### src/rtl/mem_request_master.sv
// Load/store initiator for the memory controller's enable/op_r handshake.
// Optional build macro MEM_MISALIGN_CHECK_EN rejects misaligned half/word accesses.
module mem_request_master #(
  parameter int ADDR_W         = 24,
  parameter int TIMEOUT_CYCLES = 15
) (
  input  logic              clk,
  input  logic              rst_n,
  input  logic              req_valid,
  output logic              req_ready,
  input  logic              req_we,
  input  logic [2:0]        req_funct3,
  input  logic [31:0]       req_addr,
  input  logic [31:0]       req_wdata,
  output logic              rsp_valid,
  output logic [31:0]       rsp_rdata,
  output logic              rsp_err,
  output logic [ADDR_W-1:0] mem_addr,
  output logic              mem_we,
  output logic [31:0]       mem_wdata,
  input  logic [31:0]       mem_rdata,
  input  logic              mem_op_r,
  output logic              mem_enable,
  output logic [1:0]        mem_mode
);

  typedef enum logic [1:0] {IDLE, ISSUE, WAIT, RESP} state_t;

  state_t            state_q, state_d;
  logic [ADDR_W-1:0] addr_q, addr_d;
  logic              we_q, we_d;
  logic [2:0]        f3_q, f3_d;
  logic [1:0]        mode_q, mode_d;
  logic [31:0]       wdata_q, wdata_d;
  logic [31:0]       rdata_q, rdata_d;
  logic              err_q, err_d;
  logic [7:0]        cnt_q, cnt_d;

  logic req_bad;
  logic req_illegal;
  logic req_misalign;
  logic [1:0] req_mode;
  logic unused_addr_hi;

  assign unused_addr_hi = ^req_addr;

  assign req_illegal = (req_funct3 == 3'b011) || (req_funct3 == 3'b110) ||
                       (req_funct3 == 3'b111) || (req_we && req_funct3[2]);

`ifdef MEM_MISALIGN_CHECK_EN
  assign req_misalign = ((req_funct3[1:0] == 2'b01) && req_addr[0]) ||
                        ((req_funct3[1:0] == 2'b10) && (req_addr[1:0] != 2'b00));
`else
  assign req_misalign = 1'b0;
`endif

  assign req_bad = req_illegal || req_misalign;

  // Controller mode encoding differs from funct3 size field
  always_comb begin
    case (req_funct3[1:0])
      2'b00:   req_mode = 2'b01;
      2'b01:   req_mode = 2'b10;
      default: req_mode = 2'b00;
    endcase
  end

  function automatic logic [31:0] load_ext(input logic [2:0] f3, input logic [31:0] d);
    case (f3)
      3'b000:  load_ext = {{24{d[7]}}, d[7:0]};
      3'b001:  load_ext = {{16{d[15]}}, d[15:0]};
      3'b100:  load_ext = {24'b0, d[7:0]};
      3'b101:  load_ext = {16'b0, d[15:0]};
      default: load_ext = d;
    endcase
  endfunction

  always_comb begin
    state_d = state_q;
    addr_d  = addr_q;
    we_d    = we_q;
    f3_d    = f3_q;
    mode_d  = mode_q;
    wdata_d = wdata_q;
    rdata_d = rdata_q;
    err_d   = err_q;
    cnt_d   = cnt_q;
    case (state_q)
      IDLE: begin
        if (req_valid) begin
          f3_d = req_funct3;
          if (req_bad) begin
            // rejected without touching the controller-facing registers
            rdata_d = 32'b0;
            err_d   = 1'b1;
            state_d = RESP;
          end else begin
            addr_d  = req_addr[ADDR_W-1:0];
            we_d    = req_we;
            mode_d  = req_mode;
            wdata_d = req_wdata;
            state_d = ISSUE;
          end
        end
      end
      ISSUE: begin
        cnt_d   = 8'd0;
        state_d = WAIT;
      end
      WAIT: begin
        if (mem_op_r) begin
          rdata_d = we_q ? 32'b0 : load_ext(f3_q, mem_rdata);
          err_d   = 1'b0;
          state_d = RESP;
        end else begin
          cnt_d = cnt_q + 8'd1;
          if (cnt_d == 8'(TIMEOUT_CYCLES)) begin
            rdata_d = 32'b0;
            err_d   = 1'b1;
            state_d = RESP;
          end
        end
      end
      RESP: state_d = IDLE;
      default: state_d = IDLE;
    endcase
  end

  always_ff @(posedge clk or negedge rst_n) begin
    if (!rst_n) begin
      state_q <= IDLE;
      addr_q  <= '0;
      we_q    <= 1'b0;
      f3_q    <= 3'b0;
      mode_q  <= 2'b0;
      wdata_q <= 32'b0;
      rdata_q <= 32'b0;
      err_q   <= 1'b0;
      cnt_q   <= 8'd0;
    end else begin
      state_q <= state_d;
      addr_q  <= addr_d;
      we_q    <= we_d;
      f3_q    <= f3_d;
      mode_q  <= mode_d;
      wdata_q <= wdata_d;
      rdata_q <= rdata_d;
      err_q   <= err_d;
      cnt_q   <= cnt_d;
    end
  end

  assign req_ready  = (state_q == IDLE);
  assign mem_enable = (state_q == ISSUE);
  assign rsp_valid  = (state_q == RESP);
  assign rsp_rdata  = rdata_q;
  assign rsp_err    = err_q;
  assign mem_addr   = addr_q;
  assign mem_we     = we_q;
  assign mem_mode   = mode_q;
  assign mem_wdata  = wdata_q;

endmodule

### config.mk
export PLATFORM = sky130hd
export DESIGN_NAME = mem_request_master
export DESIGN_NICKNAME = d
export VERILOG_FILES = /design/src/rtl/mem_request_master.sv
export SDC_FILE = /design/constraint.sdc
export NUM_CORES = 1
export LEC_CHECK = 0
export ABC_CLOCK_PERIOD_IN_PS = 2800
export CAP_MARGIN = 10
export CORE_MARGIN = 2
export CORE_UTILIZATION = 43
export CTS_BUF_LIST = sky130_fd_sc_hd__clkbuf_2
export DETAILED_ROUTE_END_ITERATION = 8
export PLACE_DENSITY = 0.82
export SLEW_MARGIN = 20
export SYNTH_ARGS = -nofsm -noshare
export SYNTH_HDL_FRONTEND = slang
export SYNTH_SLANG_ARGS = --single-unit
### constraint.sdc
create_clock -name clk -period 2.8 [get_ports clk]
set_clock_uncertainty 0.15 [all_clocks]
set_input_delay 0.56 -clock clk [delete_from_list [all_inputs] [get_ports clk]]
set_output_delay 0.56 -clock clk [all_outputs]
set_load 0.005 [all_outputs]
==> results.md, run 1 <==
* Count of H-tree levels built during CTS at 3
* Setup Slack @ Placement at 0.0654 ns
* Cell internal power dissipation at 4.51 mW
* Net switching share of the total power at 0.310
* DP Wirelength at 8240 um
* Number of clock buffers inserted by TritonCTS at 9
* Final Wtd Congestion at 0.848
* Ratio of cells with drive above 1 in the final layout at 0.161
* Combinational share of power at 0.465
* Overall die width at 106 um
* Endpoint of the lowest-slack register-to-register path: rsp_rdata[13]
* Power Dens Cells at 967 mW/mm^2
* Initial antenna violation count at 0
* Mean Syn Cell Area at 12.5 um^2
* Io pins at 199
* Fin crit share at 0.966
* Unrepaired setup endpoints after global routing: yes
* Cell count after synthesis at 362
* Number of vias after detailed routing at 3592
* Number of pins with negative max-slew slack in the final report at 0
* Max Root-Sink Buffers at 2
* Total negative slack for setup checks at 0 ns
* Critical Setup Path Class: register to output port
* First drt pass iteration count at 5
* Synthesized netlist net count at 472
* Area of the mapped netlist at 0.00451 mm^2
* Unique cell type count in the Yosys netlist at 42
* Die extent in y at 106 um
* Uppermost layer routed: met4
* Final-report hold violation count at 0
* Crit start category: register
* Clock network latency to the later pin of the worst-skew pair at 0.57 ns
* Crit path from: state_q[1]
* Maximum Capacitance Violations at 0
* Status: finished clean
* Launching point of the worst reg2reg path: cnt_q[0]
* Antenna-violating nets left at 0
* Type of the most critical hold path: input port to asynchronous set/reset pin
* Part of the total power dissipated in the clock network at 0.132
* Detailed router's first-iteration violation count at 141
* Number of synthesized flops with an enable pin at 0
* Total DRC errors in the routed layout at 0
* Core region area at 0.0103 mm^2
* Max stage delay cell, worst path: clkdlybuf4s50_1
* Most common library cell in the layout ignoring fill and taps: clkdlybuf4s50_1
* Proportion of register bits with asynchronous set or reset after synthesis at 1.00
* Fraction of power consumed by sequential logic at 0.403
* Die outline area at 0.0113 mm^2
* Worst-case setup margin in the final layout at 0.0941 ns
* Highest ir drop seen on vdd at 0.502 mV
* Number of endpoints failing setup at the final stage at 0
* Gr usage total at 0.208
* Total design power at 6.54 mW
* Chain of cells forming the critical path: inv_1 > ha_2 > clkdlybuf4s50_1
* DP Cell Count at 679
* Count of clock tree sinks at 105
* Critical Path Sink: mem_enable
* Highest cell delay on the worst timing path at 0.54 ns
* Root cell of the clock tree: clkbuf_2
* Switching power summed over all nets at 2.03 mW
* Filler cell count at 797
* Synthesized flop and latch total at 105
* Share of the yosys chip area belonging to registers at 0.583
* Met3 layer wire length in the routed design at 861 um
* Post-route core utilization at 0.658
* Met2 Routed Length at 5640 um
* Tightest Pin Transition at 0.678 ns
* Worst-case register-to-register setup slack at 0.30 ns
* Mean routed wirelength per cell at 16.3 um
* Via count normalized by instance count at 5.16
* Warning count from the yosys run at 0
* Primary flip-flop cell chosen by synthesis mapping: dfrtp_1
* Global-route wire length before repair at 18500 um
* Static Leakage at 2.87 nW
* Final Net Count at 665
* Worst Reg2Reg Path Length in Cells at 7
* Number of global-route vias before repair at 3754
* Number of inserted diodes at 0
* Clk slew on worst S/H paths at 0.28 ns
* Maximum clock frequency at 0.370 GHz
* Post-CTS Repair Setup Buffers at 0
* Routed metal-1 wire length at 4690 um
* Synthesis-to-finish area growth at 49.9%
* Port Buffers at 190
* Non-filler cells, final at 696
* Wirelength, routed at 11400 um
* Relative max-transition margin at 0.548
* Initial standard-cell utilization of the core at 0.439
* Largest driver fanout on the critical path at 7
* Fin crit period at 2.71 ns
* Commonest cells after routing, fill and taps aside: clkdlybuf4s50_1, dfrtp_1, mux2_2
* Critical Path End Type: output port
* Standard-cell rows at 37
* Endpoint required time on the critical path at 2.09 ns
* Maximum number of pins on one net before global-route repair at 63
* Grt total ovfl at 0
* Clock tree from TritonCTS: built
* Worst endpoint data arrival time at 2.00 ns
==> metrics by stage <==
step           hold WS [ns]  cell area [um^2]
2_1_floorplan         0.114              4510
3_3_place_gp          0.322              6590
3_5_place_dp          0.324              6590
4_1_cts               0.311              6750
5_1_grt               0.310              6760
6_report              0.321              6760
==> registers in the layout, summed over array words and instances, names as in the netlist <==
| signal | count |
|---|---|
| mem_wdata | 32 |
| rsp_rdata | 32 |
| mem_addr | 24 |
| cnt_q | 8 |
| f3_q | 3 |
| mem_mode | 2 |
| state_q | 2 |
| mem_we | 1 |
| rsp_err | 1 |
==> worst min path at each step <==
stage | endpoint | cells after the start | from
detailed placement | rsp_rdata[19] | 1 | rsp_rdata[19]
global route | state_q[1] | 2 | rst_n
global placement | rsp_rdata[25] | 1 | rsp_rdata[25]
CTS | state_q[1] | 2 | rst_n
finish | state_q[1] | 2 | rst_n
floorplan | cnt_q[0] | 0 | rst_n
==> power groups by stage <==
stage	clock [mW]	sequential (mW)	combinational, mW
after floorplan	0	2.63	1.22
after global placement	0	2.63	2.96
after detailed placement	0	2.67	3.04
after CTS	0.896	2.64	3.06
after global routing	0.956	2.73	3.28
final	0.864	2.63	3.04
==> metal layers <==
| metal | vias up | track usage |
|---|---|---|
| met3 | 15 | 0.0693 |
| met4 | 0 | 0.0751 |
| met2 | 131 | 0.341 |
| li1 | 1657 | - |
| met1 | 1789 | 0.256 |
| met5 | - | 0 |
==> what timing repair did <==
action | CTS | global route
setup endpoints to repair | 1 | 26
gates resized for setup | 1 | 2
hold buffers | 1 | 0
gates cloned | 0 | 0
hold endpoints to repair | 43 | 0
==> cell usage after synthesis (all sizes together), types with 2 or more instances <==
| library cell | count | area (um^2) |
|---|---|---|
| nand2b | 6 | 37.5 |
| o21ai | 30 | 154 |
| o21a | 2 | 15.0 |
| nor2 | 10 | 37.5 |
| nand3 | 14 | 75.1 |
| nand2 | 23 | 86.3 |
| clkbuf | 13 | 48.8 |
| dfrtp | 105 | 2630 |
| nor2b | 18 | 113 |
| a22o | 8 | 70.1 |
| ha | 6 | 75.1 |
| buf | 7 | 52.5 |
| a21o | 2 | 15.0 |
| o41ai | 2 | 17.5 |
| o2bb2ai | 16 | 140 |
| a211o | 2 | 17.5 |
| nand4 | 2 | 12.5 |
| inv | 12 | 45.0 |
| nand3b | 2 | 15.0 |
| xor2 | 3 | 26.3 |
| mux2 | 60 | 676 |
| mux2i | 3 | 30.0 |
| o31ai | 2 | 15.0 |
==> critical path: cells and delay by family (launching register included) <==
kind                       cells  cell delay [ns]
buffers and inverters          2             0.66
DFF                            1             0.48
adders and majority gates      1             0.28
==> cell families after synthesis <==
| group | Yosys count | share of synthesized area |
|---|---|---|
| AO/OA/AOI/OAI | 71 | 0.111 |
| buffers and inverters | 32 | 0.0325 |
| flip-flops | 105 | 0.583 |
| AND/OR/NAND/NOR | 81 | 0.0935 |
| adder cells (fa/ha/maj) | 6 | 0.0166 |
| XOR/XNOR | 4 | 0.00777 |
| multiplexers | 63 | 0.156 |
==> area by class of cell <==
class	instances	area, um^2	share of cell area
sequential	105	2630	0.389
timing repair buffer	202	2020	0.298
multi-input combinational	225	1750	0.259
tap	136	170	0.0252
clock inverter	7	109	0.0161
clock buffer	9	45.0	0.00666
inverter	12	45.0	0.00666
Power figures use the tool's default switching activity.
==> inputs of run 2 (changes only) <==
--- a/config.mk
+++ b/config.mk
@@ -11,7 +11,7 @@
 export CORE_UTILIZATION = 43
 export CTS_BUF_LIST = sky130_fd_sc_hd__clkbuf_2
 export DETAILED_ROUTE_END_ITERATION = 8
-export PLACE_DENSITY = 0.82
+export PLACE_DENSITY = 0.84
 export SLEW_MARGIN = 20
 export SYNTH_ARGS = -nofsm -noshare
 export SYNTH_HDL_FRONTEND = slang
==> run 2 against run 1 <==
  * Flip-flop and latch count unchanged
  * Critical path depth did not move
  * Count of clock-buffer cells in the layout unchanged
  * Clock power fell by 21%
  * Non-clock buffer count did not move
  * Sequential share of layout area rose by 0.28 points
  * Critical path type unchanged
  * Largest power group unchanged
  * Highest routed layer unchanged
==> results.md, run 2 (synthesized netlist as in run 1, its figures left out) <==
* Number of inserted diodes at 0 (unchanged)
* Initial antenna violation count at 0 (unchanged)
* Number of global-route vias before repair at 3785 (was 3754)
* Fin crit period at 2.65 ns (was 2.71 ns)
* Tightest Pin Transition at 0.665 ns (was 0.678 ns)
* Number of pins with negative max-slew slack in the final report at 0 (unchanged)
* Area after DPL at 0.00658 mm^2 (was 0.00659 mm^2)
* Clock network latency to the later pin of the worst-skew pair at 0.55 ns (was 0.57 ns)
* DP Wirelength at 8320 um (was 8240 um)
* Global-route wire length before repair at 18800 um (was 18500 um)
* Largest driver fanout on the critical path at 8 (was 7)
* Ratio of cells with drive above 1 in the final layout at 0.163 (was 0.161)
* Met3 Use GR at 0.0662 (was 0.0693)
* Max stage delay cell, worst path: clkdlybuf4s50_1 (unchanged)
* Met2 capacity usage during global routing at 0.366 (was 0.341)
* Fin crit share at 0.948 (was 0.966)
* Finished Cell Area at 0.00672 mm^2 (was 0.00676 mm^2)
* Static Leakage at 2.85 nW (was 2.87 nW)
* Total DRC errors in the routed layout at 0 (unchanged)
* Commonest cells after routing, fill and taps aside: clkdlybuf4s50_1, dfrtp_1, mux2_2 (unchanged)
* Clock tree from TritonCTS: built (unchanged)
* Gr usage total at 0.211 (was 0.208)
* Chain of cells forming the critical path: inv_1 > ha_2 > clkdlybuf4s50_1 (unchanged)
* Critical Setup Path Class: register to output port (unchanged)
* Standard-cell rows at 37 (unchanged)
* Highest ir drop seen on vdd at 0.489 mV (was 0.502 mV)
* Port Buffers at 190 (unchanged)
* Post-route core utilization at 0.653 (was 0.658)
* Highest-utilization routing layer at the global route stage: met2 (unchanged)
* Count of H-tree levels built during CTS at 3 (unchanged)
* Crit path from: state_q[1] (unchanged)
* Clk slew on worst S/H paths at 0.27 ns (was 0.28 ns)
* Critical Path End Type: output port (unchanged)
* Core region area at 0.0103 mm^2 (unchanged)
* Status: finished clean (unchanged)
* Worst endpoint data arrival time at 1.94 ns (was 2.00 ns)
* Root cell of the clock tree: clkbuf_2 (unchanged)
* Antenna-violating nets left at 0 (unchanged)
* DP Cell Count at 678 (was 679)
* Highest cell delay on the worst timing path at 0.55 ns (was 0.54 ns)
* Worst-case setup margin in the final layout at 0.146 ns (was 0.0941 ns)
* Grt total ovfl at 0 (unchanged)
* Relative max-transition margin at 0.557 (was 0.548)
* First drt pass iteration count at 4 (was 5)
* Via count normalized by instance count at 5.05 (was 5.16)
* Family with the most delay on the worst path: buffers and inverters (unchanged)
* Number of vias after detailed routing at 3517 (was 3592)
* Most common library cell in the layout ignoring fill and taps: clkdlybuf4s50_1 (unchanged)
* Power Dens Cells at 948 mW/mm^2 (was 967 mW/mm^2)
* Io pins at 199 (unchanged)
* Total design power at 6.36 mW (was 6.54 mW)
* Count of clock tree sinks at 105 (unchanged)
* Wirelength, routed at 11400 um (about the same)
* Number of clock buffers inserted by TritonCTS at 9 (unchanged)
* Launching point of the worst reg2reg path: cnt_q[1] (was cnt_q[0])
* Detailed router's first-iteration violation count at 162 (was 141)
* Final Wtd Congestion at 0.828 (was 0.848)
* Final Net Count at 665 (unchanged)
* Endpoint required time on the critical path at 2.09 ns (about the same)
* Bufs and invs on worst path at 2 (unchanged)
* Final-report hold violation count at 0 (unchanged)
* Maximum number of pins on one net before global-route repair at 66 (was 63)
* Max Root-Sink Buffers at 2 (unchanged)
* Maximum clock frequency at 0.377 GHz (was 0.370 GHz)
* Setup Slack @ Placement at 0.0611 ns (was 0.0654 ns)
* Synthesis-to-finish area growth at 48.9% (was 49.9%)
* Overall die width at 106 um (unchanged)
* Mean routed wirelength per cell at 16.4 um (was 16.3 um)
* Crit start category: register (unchanged)
* Type of the most critical hold path: input port to asynchronous set/reset pin (unchanged)
* Die outline area at 0.0113 mm^2 (unchanged)
* Maximum Capacitance Violations at 0 (unchanged)
* Non-filler cells, final at 696 (unchanged)
* Number of endpoints failing setup at the final stage at 0 (unchanged)
* Met1 track demand over resource at 0.248 (was 0.256)
* Initial standard-cell utilization of the core at 0.439 (unchanged)
* Die extent in y at 106 um (unchanged)
## run 2: cell count changes in the layout (fill, tap and decap cells not counted)
cell	change
bufinv_16	-2
clkinv_1	-1
clkinv_2	+3
clkinv_4	+1
clkinvlp_4	-1
## run 2: worst paths after layout
| kind | cells past startpoint | slack, ns | to |
|---|---|---|---|
| max | 3 | 0.15 | req_ready |
| min | 2 | 0.35 | rsp_err |
| max reg2reg | 7 | 0.29 | rsp_rdata[9] |
| min reg2reg | 2 | 0.38 | mem_mode[1] |
| max in group asynchronous | 3 | 1.43 | mem_addr[18] |
| min in group clk | 2 | 0.38 | mem_mode[1] |
## run 2: final cells by class
cell class	count	area [um^2]
fill	793	3560
sequential	105	2630
timing repair buffer	202	2020
multi-input combinational	225	1750
tap	136	170
clock inverter	7	61.3
clock buffer	9	45.0
inverter	12	45.0
## run 2: worst register-to-register path, cell delays in order (launching register included)
cell and delay [ns]:
dfrtp_1 0.56, ha_1 0.29, nand3_2 0.17, a211o_1 0.28, a222oi_1 0.32, buf_4 0.20
o21ai_4 0.18, a22o_1 0.30
## run 2: through the flow
step | setup TNS, ns | hold WS [ns]
after floorplan | 0 | 0.114
after global placement | 0 | 0.323
after detailed placement | 0 | 0.326
after CTS | 0 | 0.301
after global routing | -0.00949 | 0.315
final | 0 | 0.349
## run 2: repair_timing
action / 4_1_cts / 5_1_grt
buffers inserted: 0 / 1
hold buffers: 1 / 0
endpoints found under the setup margin: 0 / 26
gates resized for setup: 0 / 3
endpoints found under the hold margin: 40 / 0
## run 2: per-layer routing
| layer | up-vias | routed length (um) |
|---|---|---|
| met2 | 126 | 5850 |
| met3 | 13 | 930 |
| met4 | 0 | 169 |
| li1 | 1659 | - |
| met1 | 1719 | 4490 |
| met5 | - | 0 |
## run 2: where the power goes
| group | internal, mW | switching [mW] |
|---|---|---|
| sequential | 2.19 | 0.459 |
| clock | 0.198 | 0.488 |
| combinational | 1.95 | 1.08 |
| total | 4.34 | 2.03 |
